## config.mk

```make
export PLATFORM = sky130hd
export DESIGN_NAME = utopia_phy_rx_source_flat
export DESIGN_NICKNAME = d
export VERILOG_FILES = /design/src/rtl/utopia_phy_rx_source_pkg.sv /design/src/rtl/utopia_phy_rx_source_if.sv /design/src/rtl/utopia_cell_ram.sv /design/src/rtl/utopia_phy_rx_source.sv /design/src/flat_wrapper.sv
export SDC_FILE = /design/constraint.sdc
export NUM_CORES = 1
export LEC_CHECK = 0
export CAP_MARGIN = 5
export CORE_MARGIN = 2
export CORE_UTILIZATION = 45
export CTS_BUF_LIST = sky130_fd_sc_hd__clkbuf_16
export DETAILED_ROUTE_END_ITERATION = 10
export PLACE_DENSITY = 0.68
export SKIP_CTS_REPAIR_TIMING = 1
export SYNTH_ARGS = -nofsm -noshare
export SYNTH_HDL_FRONTEND = slang
export SYNTH_HIERARCHICAL = 1
export SYNTH_SLANG_ARGS = --single-unit
```

## constraint.sdc

```tcl
create_clock -name clk -period 12.1 [get_ports clk]
set_clock_uncertainty 0.05 [all_clocks]
set_input_delay 3.63 -clock clk [delete_from_list [all_inputs] [get_ports clk]]
set_output_delay 3.63 -clock clk [all_outputs]
set_load 0.02 [all_outputs]
```

## src/rtl/utopia_phy_rx_source_pkg.sv

```systemverilog
// Shared constants and types for the Utopia Level 1 Rx PHY source.
package utopia_pkg;

    localparam int unsigned CELL_BYTES = 53;
    localparam int unsigned IDX_W      = 6;

    typedef logic [7:0] utopia_byte_t;

    localparam logic [IDX_W-1:0] LAST_IDX = IDX_W'(CELL_BYTES - 1);

    // Read FSM encodings kept as plain constants for legacy compatibility.
    localparam logic [0:0] ST_IDLE = 1'b0;
    localparam logic [0:0] ST_XFER = 1'b1;

endpackage

```

## src/rtl/utopia_phy_rx_source_if.sv

```systemverilog
// Utopia Level 1 Rx octet-handshake bus between PHY (master) and ATM layer (slave).
interface utopia_phy_rx_source_if;
    import utopia_pkg::*;

    utopia_byte_t Rx_data;
    logic         Rx_soc;
    logic         Rx_en;
    logic         Rx_clav;

    modport master (output Rx_data, output Rx_soc, output Rx_clav, input Rx_en);
    modport slave  (input Rx_data, input Rx_soc, input Rx_clav, output Rx_en);

endinterface

```

## src/rtl/utopia_cell_ram.sv

```systemverilog
// Simple dual-port cell buffer: one write port, registered read port (1-cycle latency).
module utopia_cell_ram
    import utopia_pkg::*;
#(
    parameter int unsigned DEPTH  = 212,
    parameter int unsigned ADDR_W = 8
) (
    input  logic              clk,
    input  logic              rst,
    input  logic              we,
    input  logic [ADDR_W-1:0] waddr,
    input  utopia_byte_t      wdata,
    input  logic              re,
    input  logic [ADDR_W-1:0] raddr,
    output utopia_byte_t      rdata
);

    utopia_byte_t mem [DEPTH];

    always_ff @(posedge clk) begin
        if (we) begin
            mem[waddr] <= wdata;
        end
    end

    // Read register drives the bus directly, so it holds between reads.
    always_ff @(posedge clk) begin
        if (rst) begin
            rdata <= '0;
        end else if (re) begin
            rdata <= mem[raddr];
        end
    end

endmodule

```

## src/rtl/utopia_phy_rx_source.sv

```systemverilog
// PHY-side Utopia Level 1 Rx source: buffers complete 53-byte cells and
// delivers them to the ATM layer under Rx_en control.
module utopia_phy_rx_source
    import utopia_pkg::*;
#(
    parameter int unsigned NCELLS = 4
) (
    input  logic                  clk,
    input  logic                  rst,
    input  utopia_byte_t          cell_in_data,
    input  logic                  cell_in_sop,
    input  logic                  cell_in_valid,
    output logic                  cell_in_ready,
    utopia_phy_rx_source_if.master rx,
    output logic [15:0]           drop_cnt
);

    localparam int unsigned SLOT_W = $clog2(NCELLS);
    localparam int unsigned CNT_W  = SLOT_W + 1;
    localparam int unsigned DEPTH  = NCELLS * CELL_BYTES;
    localparam int unsigned ADDR_W = $clog2(DEPTH);

    logic [SLOT_W-1:0] wr_slot;
    logic [SLOT_W-1:0] rd_slot;
    logic [IDX_W-1:0]  wr_idx;
    logic [IDX_W-1:0]  rd_idx;
    logic [CNT_W-1:0]  stored;
    logic [CNT_W-1:0]  stored_nxt;
    logic              in_flight;
    logic              in_flight_nxt;
    logic [0:0]        state;
    logic              clav;
    logic              soc;

    logic              accept;
    logic              we;
    logic [IDX_W-1:0]  w_idx;
    logic              commit;
    logic              drop_evt;
    logic              re;
    logic [IDX_W-1:0]  r_idx;
    logic              start;
    logic              rel;
    logic [ADDR_W-1:0] waddr;
    logic [ADDR_W-1:0] raddr;
    utopia_byte_t      ram_q;

    assign cell_in_ready = stored < CNT_W'(NCELLS);
    assign accept        = cell_in_valid && cell_in_ready;

    always_comb begin
        we       = 1'b0;
        w_idx    = wr_idx;
        commit   = 1'b0;
        drop_evt = 1'b0;
        if (accept) begin
            if (cell_in_sop) begin
                we       = 1'b1;
                w_idx    = '0;
                drop_evt = (wr_idx != '0);
            end else if (wr_idx == '0) begin
                drop_evt = 1'b1;
            end else begin
                we     = 1'b1;
                commit = (wr_idx == LAST_IDX);
            end
        end
    end

    always_comb begin
        re    = 1'b0;
        r_idx = rd_idx;
        start = 1'b0;
        rel   = 1'b0;
        if (!rx.Rx_en) begin
            case (state)
                ST_IDLE: begin
                    if (clav) begin
                        re    = 1'b1;
                        r_idx = '0;
                        start = 1'b1;
                    end
                end
                ST_XFER: begin
                    re  = 1'b1;
                    rel = (rd_idx == LAST_IDX);
                end
                default: ;
            endcase
        end
    end

    // Commit and release in one cycle cancel out.
    assign stored_nxt    = stored + CNT_W'(commit) - CNT_W'(rel);
    assign in_flight_nxt = start ? 1'b1 : (rel ? 1'b0 : in_flight);

    assign waddr = ADDR_W'(32'(wr_slot) * CELL_BYTES + 32'(w_idx));
    assign raddr = ADDR_W'(32'(rd_slot) * CELL_BYTES + 32'(r_idx));

    always_ff @(posedge clk) begin
        if (rst) begin
            wr_slot   <= '0;
            wr_idx    <= '0;
            drop_cnt  <= '0;
        end else begin
            if (accept) begin
                if (cell_in_sop) begin
                    wr_idx <= IDX_W'(1);
                end else if (wr_idx != '0) begin
                    if (commit) begin
                        wr_idx  <= '0;
                        wr_slot <= wr_slot + 1'b1;
                    end else begin
                        wr_idx <= wr_idx + 1'b1;
                    end
                end
            end
            if (drop_evt && (drop_cnt != '1)) begin
                drop_cnt <= drop_cnt + 1'b1;
            end
        end
    end

    always_ff @(posedge clk) begin
        if (rst) begin
            state     <= ST_IDLE;
            rd_slot   <= '0;
            rd_idx    <= '0;
            stored    <= '0;
            in_flight <= 1'b0;
            clav      <= 1'b0;
            soc       <= 1'b0;
        end else begin
            soc <= start;
            if (start) begin
                rd_idx <= IDX_W'(1);
                state  <= ST_XFER;
            end else if (re) begin
                if (rel) begin
                    rd_idx  <= '0;
                    rd_slot <= rd_slot + 1'b1;
                    state   <= ST_IDLE;
                end else begin
                    rd_idx <= rd_idx + 1'b1;
                end
            end
            stored    <= stored_nxt;
            in_flight <= in_flight_nxt;
            clav      <= (stored_nxt - CNT_W'(in_flight_nxt)) != '0;
        end
    end

    utopia_cell_ram #(
        .DEPTH  (DEPTH),
        .ADDR_W (ADDR_W)
    ) u_ram (
        .clk   (clk),
        .rst   (rst),
        .we    (we),
        .waddr (waddr),
        .wdata (cell_in_data),
        .re    (re),
        .raddr (raddr),
        .rdata (ram_q)
    );

    assign rx.Rx_data = ram_q;
    assign rx.Rx_soc  = soc;
    assign rx.Rx_clav = clav;

endmodule

```

## src/flat_wrapper.sv

```systemverilog
// flat-port wrapper written by rule: the top's interface ports become plain ports
module utopia_phy_rx_source_flat import utopia_pkg::*;
#(
    parameter int unsigned NCELLS = 4
)
  (clk, rst, cell_in_data, cell_in_sop, cell_in_valid, cell_in_ready, drop_cnt, rx_Rx_data, rx_Rx_soc, rx_Rx_clav, rx_Rx_en);
  utopia_phy_rx_source_if rx_i ();
  input  logic clk;
  input  logic rst;
  input  utopia_byte_t cell_in_data;
  input  logic cell_in_sop;
  input  logic cell_in_valid;
  output logic cell_in_ready;
  output logic [15:0] drop_cnt;
  output wire logic [$bits(rx_i.Rx_data)-1:0] rx_Rx_data;
  output wire logic [$bits(rx_i.Rx_soc)-1:0] rx_Rx_soc;
  output wire logic [$bits(rx_i.Rx_clav)-1:0] rx_Rx_clav;
  input wire logic [$bits(rx_i.Rx_en)-1:0] rx_Rx_en;
  assign rx_Rx_data = rx_i.Rx_data;
  assign rx_Rx_soc = rx_i.Rx_soc;
  assign rx_Rx_clav = rx_i.Rx_clav;
  assign rx_i.Rx_en = rx_Rx_en;
  utopia_phy_rx_source #(.NCELLS(NCELLS)) u_core (.clk(clk), .rst(rst), .cell_in_data(cell_in_data), .cell_in_sop(cell_in_sop), .cell_in_valid(cell_in_valid), .cell_in_ready(cell_in_ready), .rx(rx_i), .drop_cnt(drop_cnt));
endmodule
```

==> flow_metrics.py, run 1 <==
metrics = {
    "global_routing": {
        "grt_max_degree": 126,
        "antenna_found_initial": 4,
        "use_met1": 0.305,
        "grt-busiest-layer": "met2",
        "overflow": 0,
        "grt_pass1_vias": 34100,
        "grt_pass1_wl_um": 244000,
        "use_met2": 0.337,
        "grt_use_met3": 0.0519,
        "grt_usage": 0.217,
    },
    "sta": {
        "finalHoldViolCount": 0,
        "finalSetupViolCount": 0,
        "tns_ps": 0,
        "slew_violations": 0,
        "slew_headroom": 0.0904,
        "tightest_slew_ps": 1360,
        "rsz0062_at_grt": "no",
        "finalCriticalPeriod_ps": 8510,
        "fin_crit_sh": 0.703,
        "fmax_mhz": 118,
    },
    "yosys": {
        "synth_most_common_cell": "edfxtp_1",
        "seq_area_frac_synth": 0.754,
        "ys_warn_count": 6,
        "synth_cell_types": 71,
        "ys_ff_latch": 1743,
        "synth_top_area_cell": "edfxtp_1",
        "syn-cell-area_sq_um": 68700,
        "synthFlopType": "edfxtp_1",
        "avgSynthCellArea_sq_um": 20.3,
        "synth_edf_count": 1696,
        "syn_inst": 3390,
        "netlist.area_leader.share": 0.741,
        "synthArstFlopShare": 0,
        "syn_nets": 3441,
        "synthTopCellsByArea": "edfxtp_1 74%, mux4_2 13%, nor2_1 1.5%",
        "yosys-top-cells-count": "1696 x edfxtp_1, 405 x mux4_2, 282 x nor2_1",
    },
    "cells_and_area": {
        "fillers": 11900,
        "layout-area-overhead-vs-synth_pct": 11.5,
        "design_area_sq_um": 76700,
        "layout.nets": 3525,
        "drive_gt1_frac": 0.211,
        "final_cells": 5639,
    },
    "die": {
        "fp.dieArea_sq_um": 156000,
        "fp.dieW_um": 395,
        "core_area_sq_um": 152000,
        "start_util": 0.453,
        "ios": 40,
        "die_h_um": 395,
        "num_rows": 143,
    },
    "power": {
        "p_int_mw": 9.84,
        "clock_power_share": 0.412,
        "switching_share": 0.211,
        "p_switching_mw": 2.62,
        "peakVddDrop_mv": 0.145,
        "seqPwrFrac": 0.533,
        "p_per_area_nw_per_um2": 163,
        "leakagePower_nw": 23.5,
        "power_frac_comb": 0.055,
    },
    "detailed_routing": {
        "drt_wl_total_um": 170000,
        "vias": 34700,
        "drt_first_pass_iters": 6,
        "viasPerCell": 6.15,
        "post-route-drc-count": 0,
        "wl_per_cell_um": 30.2,
        "drtIter0Drc": 4598,
        "antenna_left": 0,
    },
    "worst_hold_path": {
        "min-delay-start": "u_core/drop_cnt[14]$_SDFFE_PP0P_",
        "whs_endpoint": "u_core/drop_cnt[14]$_SDFFE_PP0P_",
        "hold_class": "reg2reg",
        "holdPathStages": 2,
    },
    "critical_path": {
        "cp_slowest_cell": "nor2_1",
        "cpPeakStageDelay_ps": 1150,
        "start_kind": "input port",
        "crit_required_ps": 12460,
        "rr_endpoint": "u_core/u_ram/mem[109][7]$_DFFE_PP_",
        "reg2reg_depth": 10,
        "rr_startpoint": "u_core/stored[2]$_SDFF_PP0_",
        "critPathLaunch": "cell_in_valid",
        "path_class": "in2reg",
        "worstPathMaxFanout": 11,
        "end_kind": "flop",
        "crit_chain": "clkdlybuf4s50_1 > nor2b_1 > a21oi_1 > ha_1 > ha_1 > fa_1 > xor2_1 > nand2_1 > nor2_1 > nand2_1 > nor2_1",
        "crit_arrival_ps": 8870,
        "rrSetupSlack_ps": 6530,
    },
    "clock_tree": {
        "cts-root-buf": "clkbuf_16",
        "clockBufferDepth": 3,
        "cts.clk_slew.worst_paths_ps": 60,
        "clk_latency_ps": 820,
        "cts_num_sinks": 1743,
        "cts_tree": "yes",
        "h-tree-depth": 4,
        "cts_made_buffers": 170,
    },
    "placed_design": {
        "place_inst": 5332,
        "gp_congestion": 0.869,
        "port_buffers": 39,
        "dpl.hpwl_um": 103000,
        "place_area_sq_um": 71300,
    },
    "outcome": {
        "outcome": "completed",
    },
    "flow_run": {
        "maxCapViolations": 0,
    },
}
-- metal layers --
layer | routed length, um | part of all wire
met2 | 80600 | 0.47
met3 | 17100 | 0.10
met1 | 67400 | 0.40
met5 | 0 | 0
met4 | 5440 | 0.032
-- cell type report --
class / count / area (sq um) / area share
Multi-Input combinational cell: 1436 / 15900 / 0.207
Inverter: 26 / 97.6 / 0.00127
Sequential cell: 1743 / 51900 / 0.677
Antenna cell: 1 / 2.50 / 0.0000326
Timing Repair Buffer: 97 / 911 / 0.0119
Clock inverter: 133 / 1040 / 0.0136
Clock buffer: 173 / 4330 / 0.0565
Tap cell: 2030 / 2540 / 0.0331
-- stage by stage --
step | hold WS (ps) | setup WS (ps) | power (mW) | utilization
after floorplan | 412 | 4770 | 7.21 | -
after global placement | 436 | 2940 | 7.45 | 0.469
after detailed placement | 461 | 2940 | 7.46 | 0.469
after CTS | 475 | 3770 | 12.6 | 0.505
after global routing | 495 | 3490 | 12.8 | 0.505
final | 476 | 3590 | 12.5 | 0.505
-- logic make-up after synthesis --
group                      Yosys count  share of synthesized area
adders and majority gates           38                    0.00746
AOI/OAI and AO/OA                  273                     0.0285
DFF                               1743                      0.754
muxes                              540                      0.153
buffers and inverters              211                     0.0164
xor gates and xnor gates            32                    0.00408
and+or+nand+nor                    553                     0.0361
-- cell usage in the layout, fill, tap and decap left out, types with 8 or more instances in the layout --
master           synthesis  routed
ha_1                    33      31
a31oi_1                 12      12
nand3_1                 29      25
clkinv_2                 0      25
inv_1                   23      52
xnor2_1                 13      10
inv_6                    0       9
o22ai_1                 21      21
mux2i_1                 99      99
bufinv_16                0      16
mux2_2                  25      25
clkinv_1                 1      44
buf_4                   16      52
nand2_1                106     106
a211oi_1                19      19
o221ai_1                10      10
clkdlybuf4s50_1          0      31
o211ai_1                15      15
xor2_1                  19      18
mux2_1                  11      11
edfxtp_1              1696    1696
clkbuf_16                0     173
nand2b_1                16      16
a221oi_1                23      23
a22oi_1                 60      60
nor2_1                 282     280
dfxtp_1                 47      47
o21ai_0                 23      23
a21oi_1                 33      33
nor3_1                  25      24
and2_1                   9      10
nor2b_1                 24      20
mux4_2                 405     405
nand4_1                 14      14
buf_6                   30       8
-- how the worst max path moves through the flow --
stage / endpoint
2_1_floorplan: u_core/u_ram/rdata[2]$_SDFFE_PP0P_
3_3_place_gp: u_core/u_ram/rdata[5]$_SDFFE_PP0P_
3_5_place_dp: u_core/u_ram/rdata[5]$_SDFFE_PP0P_
4_1_cts: u_core/u_ram/rdata[2]$_SDFFE_PP0P_
5_1_grt: u_core/u_ram/mem[189][6]$_DFFE_PP_
6_report: u_core/u_ram/mem[109][7]$_DFFE_PP_
-- flip-flops by register name, indices dropped and copies added (netlist names), 2 cells and up --
signal	count
u_core/stored	3
u_core/rd_slot	2
u_core/wr_slot	2
u_core/u_ram/rdata	8
u_core/wr_idx	6
u_core/drop_cnt	16
u_core/u_ram/mem	1696
u_core/rd_idx	6
-- power by group through the flow --
stage	Sequential [mW]	Clock [mW]	Combinational, mW
final	6.64	5.14	0.686
after global routing	6.63	5.44	0.724
after CTS	6.64	5.22	0.692
after detailed placement	6.76	0	0.691
after global placement	6.76	0	0.685
after floorplan	6.76	0	0.444
-- critical path: cells and delay by family --
family                   cells  cell delay (ps)
AND/OR/NAND/NOR              5             2960
adder cells (fa/ha/maj)      3             1000
XOR/XNOR                     1              640
buffers and inverters        1              480
AO/OA/AOI/OAI                1              140
(Power assumes the default switching activity.)
==> inputs of run 2 (changes only) <==
Settings changed: PLACE_DENSITY 0.68 to 0.7.
Clock period 12.1 ns to 7.4 ns, I/O delays scaled along.
==> run 2 against run 1 <==
Net effect:
- final cell count increased by 5.7%
- utilization up 1.6 points
- critical path depth up 7
- via count increased by 5.0%
- combinational power up 79%
- first-iteration DRC count rose by 20%
- count of clock-buffer cells in the layout is 3 lower
- critical path type unchanged
==> flow_metrics.py, run 2 (synthesis gave the netlist of run 1 again) <==
metrics = {
    "cells_and_area": {
        "final_cell_mix": "1696 x edfxtp_1, 405 x mux4_2, 362 x buf_4",
        "diodes": 0,
        "final_common_cell": "edfxtp_1",
        "largest_reg_flops": 1696,
        "finish.utilization": 0.521,
        "reg_top3": "u_core/u_ram/mem (1696), u_core/drop_cnt (16), u_core/u_ram/rdata (8)",
        "layout.nets": 3847,
        "largest_register": "u_core/u_ram/mem",
        "layout-area-overhead-vs-synth_pct": 15.1,
        "drive_gt1_frac": 0.273,
        "final_cells": 5960,
    },
    "sta": {
        "slew_violations": 0,
        "slew_headroom": 0.175,
        "fin_crit_sh": 0.853,
        "tns_ps": 0,
        "finalHoldViolCount": 0,
        "rsz0062_at_grt": "no",
        "tightest_slew_ps": 1220,
        "fmax_mhz": 158,
        "finalCriticalPeriod_ps": 6310,
        "finalSetupViolCount": 0,
        "fin_ws_ps": 1090,
    },
    "detailed_routing": {
        "antenna_left": 0,
        "drtIter0Drc": 5540,
        "drt_wl_total_um": 179000,
        "viasPerCell": 6.11,
        "vias": 36400,
        "wl_per_cell_um": 30.1,
        "drt_first_pass_iters": 7,
        "post-route-drc-count": 0,
    },
    "flow_run": {
        "maxCapViolations": 0,
    },
    "power": {
        "power_frac_comb": 0.060,
        "p_switching_mw": 4.38,
        "p_int_mw": 16.0,
        "seqPwrFrac": 0.534,
        "leakagePower_nw": 25.2,
        "switching_share": 0.216,
        "peakVddDrop_mv": 0.198,
        "clock_power_share": 0.406,
        "power_mw": 20.3,
        "p_per_area_nw_per_um2": 257,
    },
    "die": {
        "start_util": 0.453,
        "ios": 40,
        "die_h_um": 395,
        "fp.dieW_um": 395,
        "num_rows": 143,
        "fp.dieArea_sq_um": 156000,
        "core_area_sq_um": 152000,
    },
    "clock_tree": {
        "h-tree-depth": 4,
        "clk_latency_ps": 800,
        "cts_num_sinks": 1743,
        "cts_tree": "yes",
        "cts.clk_slew.worst_paths_ps": 60,
        "cts-root-buf": "clkbuf_16",
        "cts_made_buffers": 167,
        "clockBufferDepth": 3,
    },
    "global_routing": {
        "overflow": 0,
        "grt_pass1_wl_um": 258000,
        "grt_usage": 0.230,
        "antenna_found_initial": 2,
        "grt_pass1_vias": 35500,
        "grt_max_degree": 149,
    },
    "outcome": {
        "outcome": "completed",
    },
    "critical_path": {
        "path_class": "in2reg",
        "crit_arrival_ps": 7010,
        "start_kind": "input port",
        "worstPathMaxFanout": 11,
        "crit_required_ps": 8100,
        "end_kind": "flop",
    },
    "placed_design": {
        "gp_congestion": 0.968,
        "port_buffers": 39,
        "dpl.hpwl_um": 117000,
        "post-place-ws_ps": 391,
        "place_inst": 5657,
    },
    "worst_hold_path": {
        "hold_class": "reg2reg",
    },
}
run 2: cell types whose count changed in the layout (fill, tap and decap cells not counted), moves of 5 or more:
cell,before,now
buf_12,6,20
inv_1,52,59
buf_4,52,362
inv_16,0,5
run 2: per-stage QoR:
| stage | area (sq um) | hold WS, ps |
|---|---|---|
| global placement | 73900 | 439 |
| detailed placement | 73900 | 446 |
| CTS | 79200 | 475 |
| global route | 79200 | 489 |
| floorplan | 68700 | 412 |
| finish | 79200 | 474 |
run 2: power by group through the flow:
stage          sequential [mW]  combinational [mW]  clock, mW
2_1_floorplan             11.1               0.726          0
3_3_place_gp              11.1                1.22          0
3_5_place_dp              11.1                1.23          0
4_1_cts                   10.8                1.23       8.36
5_1_grt                   10.8                1.29       8.74
6_report                  10.8                1.23       8.26
run 2: per-layer routing:
| layer | wire length, um | track usage | up-vias |
|---|---|---|---|
| met5 | 37 | 0 | - |
| met4 | 7030 | 0.0885 | 6 |
| met3 | 19800 | 0.0521 | 358 |
| met2 | 82900 | 0.350 | 2201 |
| met1 | 69500 | 0.324 | 19000 |
| li1 | - | - | 14800 |
run 2: path summary, 6_finish.rpt:
kind | depth (start not counted) | slack, ps | start | end
worst max-delay path | 18 | 1090 | rx_Rx_en | u_core/u_ram/rdata[0]$_SDFFE_PP0P_
worst min register to register | 2 | 470 | u_core/drop_cnt[14]$_SDFFE_PP0P_ | u_core/drop_cnt[14]$_SDFFE_PP0P_
worst min-delay path | 2 | 470 | u_core/drop_cnt[14]$_SDFFE_PP0P_ | u_core/drop_cnt[14]$_SDFFE_PP0P_
worst max register to register | 17 | 2620 | u_core/rx.Rx_clav$_SDFF_PP0_ | u_core/u_ram/rdata[0]$_SDFFE_PP0P_
run 2: layout make-up:
cell class	instances	area (sq um)
Fill cell	11600	72700
Clock buffer	170	4250
Multi-Input combinational cell	1436	15800
Tap cell	2030	2540
Sequential cell	1743	51900
Timing Repair Buffer	422	3530
Inverter	26	97.6
Clock inverter	133	1030
run 2: worst max-delay path, cell delays in order:
cell	delay (ps)
clkdlybuf4s50_1	460
nor3b_1	210
buf_4	220
nor2b_1	80
ha_1	310
ha_1	290
a21o_1	160
a21oi_1	390
o21bai_1	110
a21oi_1	250
xnor2_2	250
nand2b_1	470
or3_1	190
o31ai_1	100
a2111oi_0	740
buf_4	260
a22o_1	160
a221o_1	140
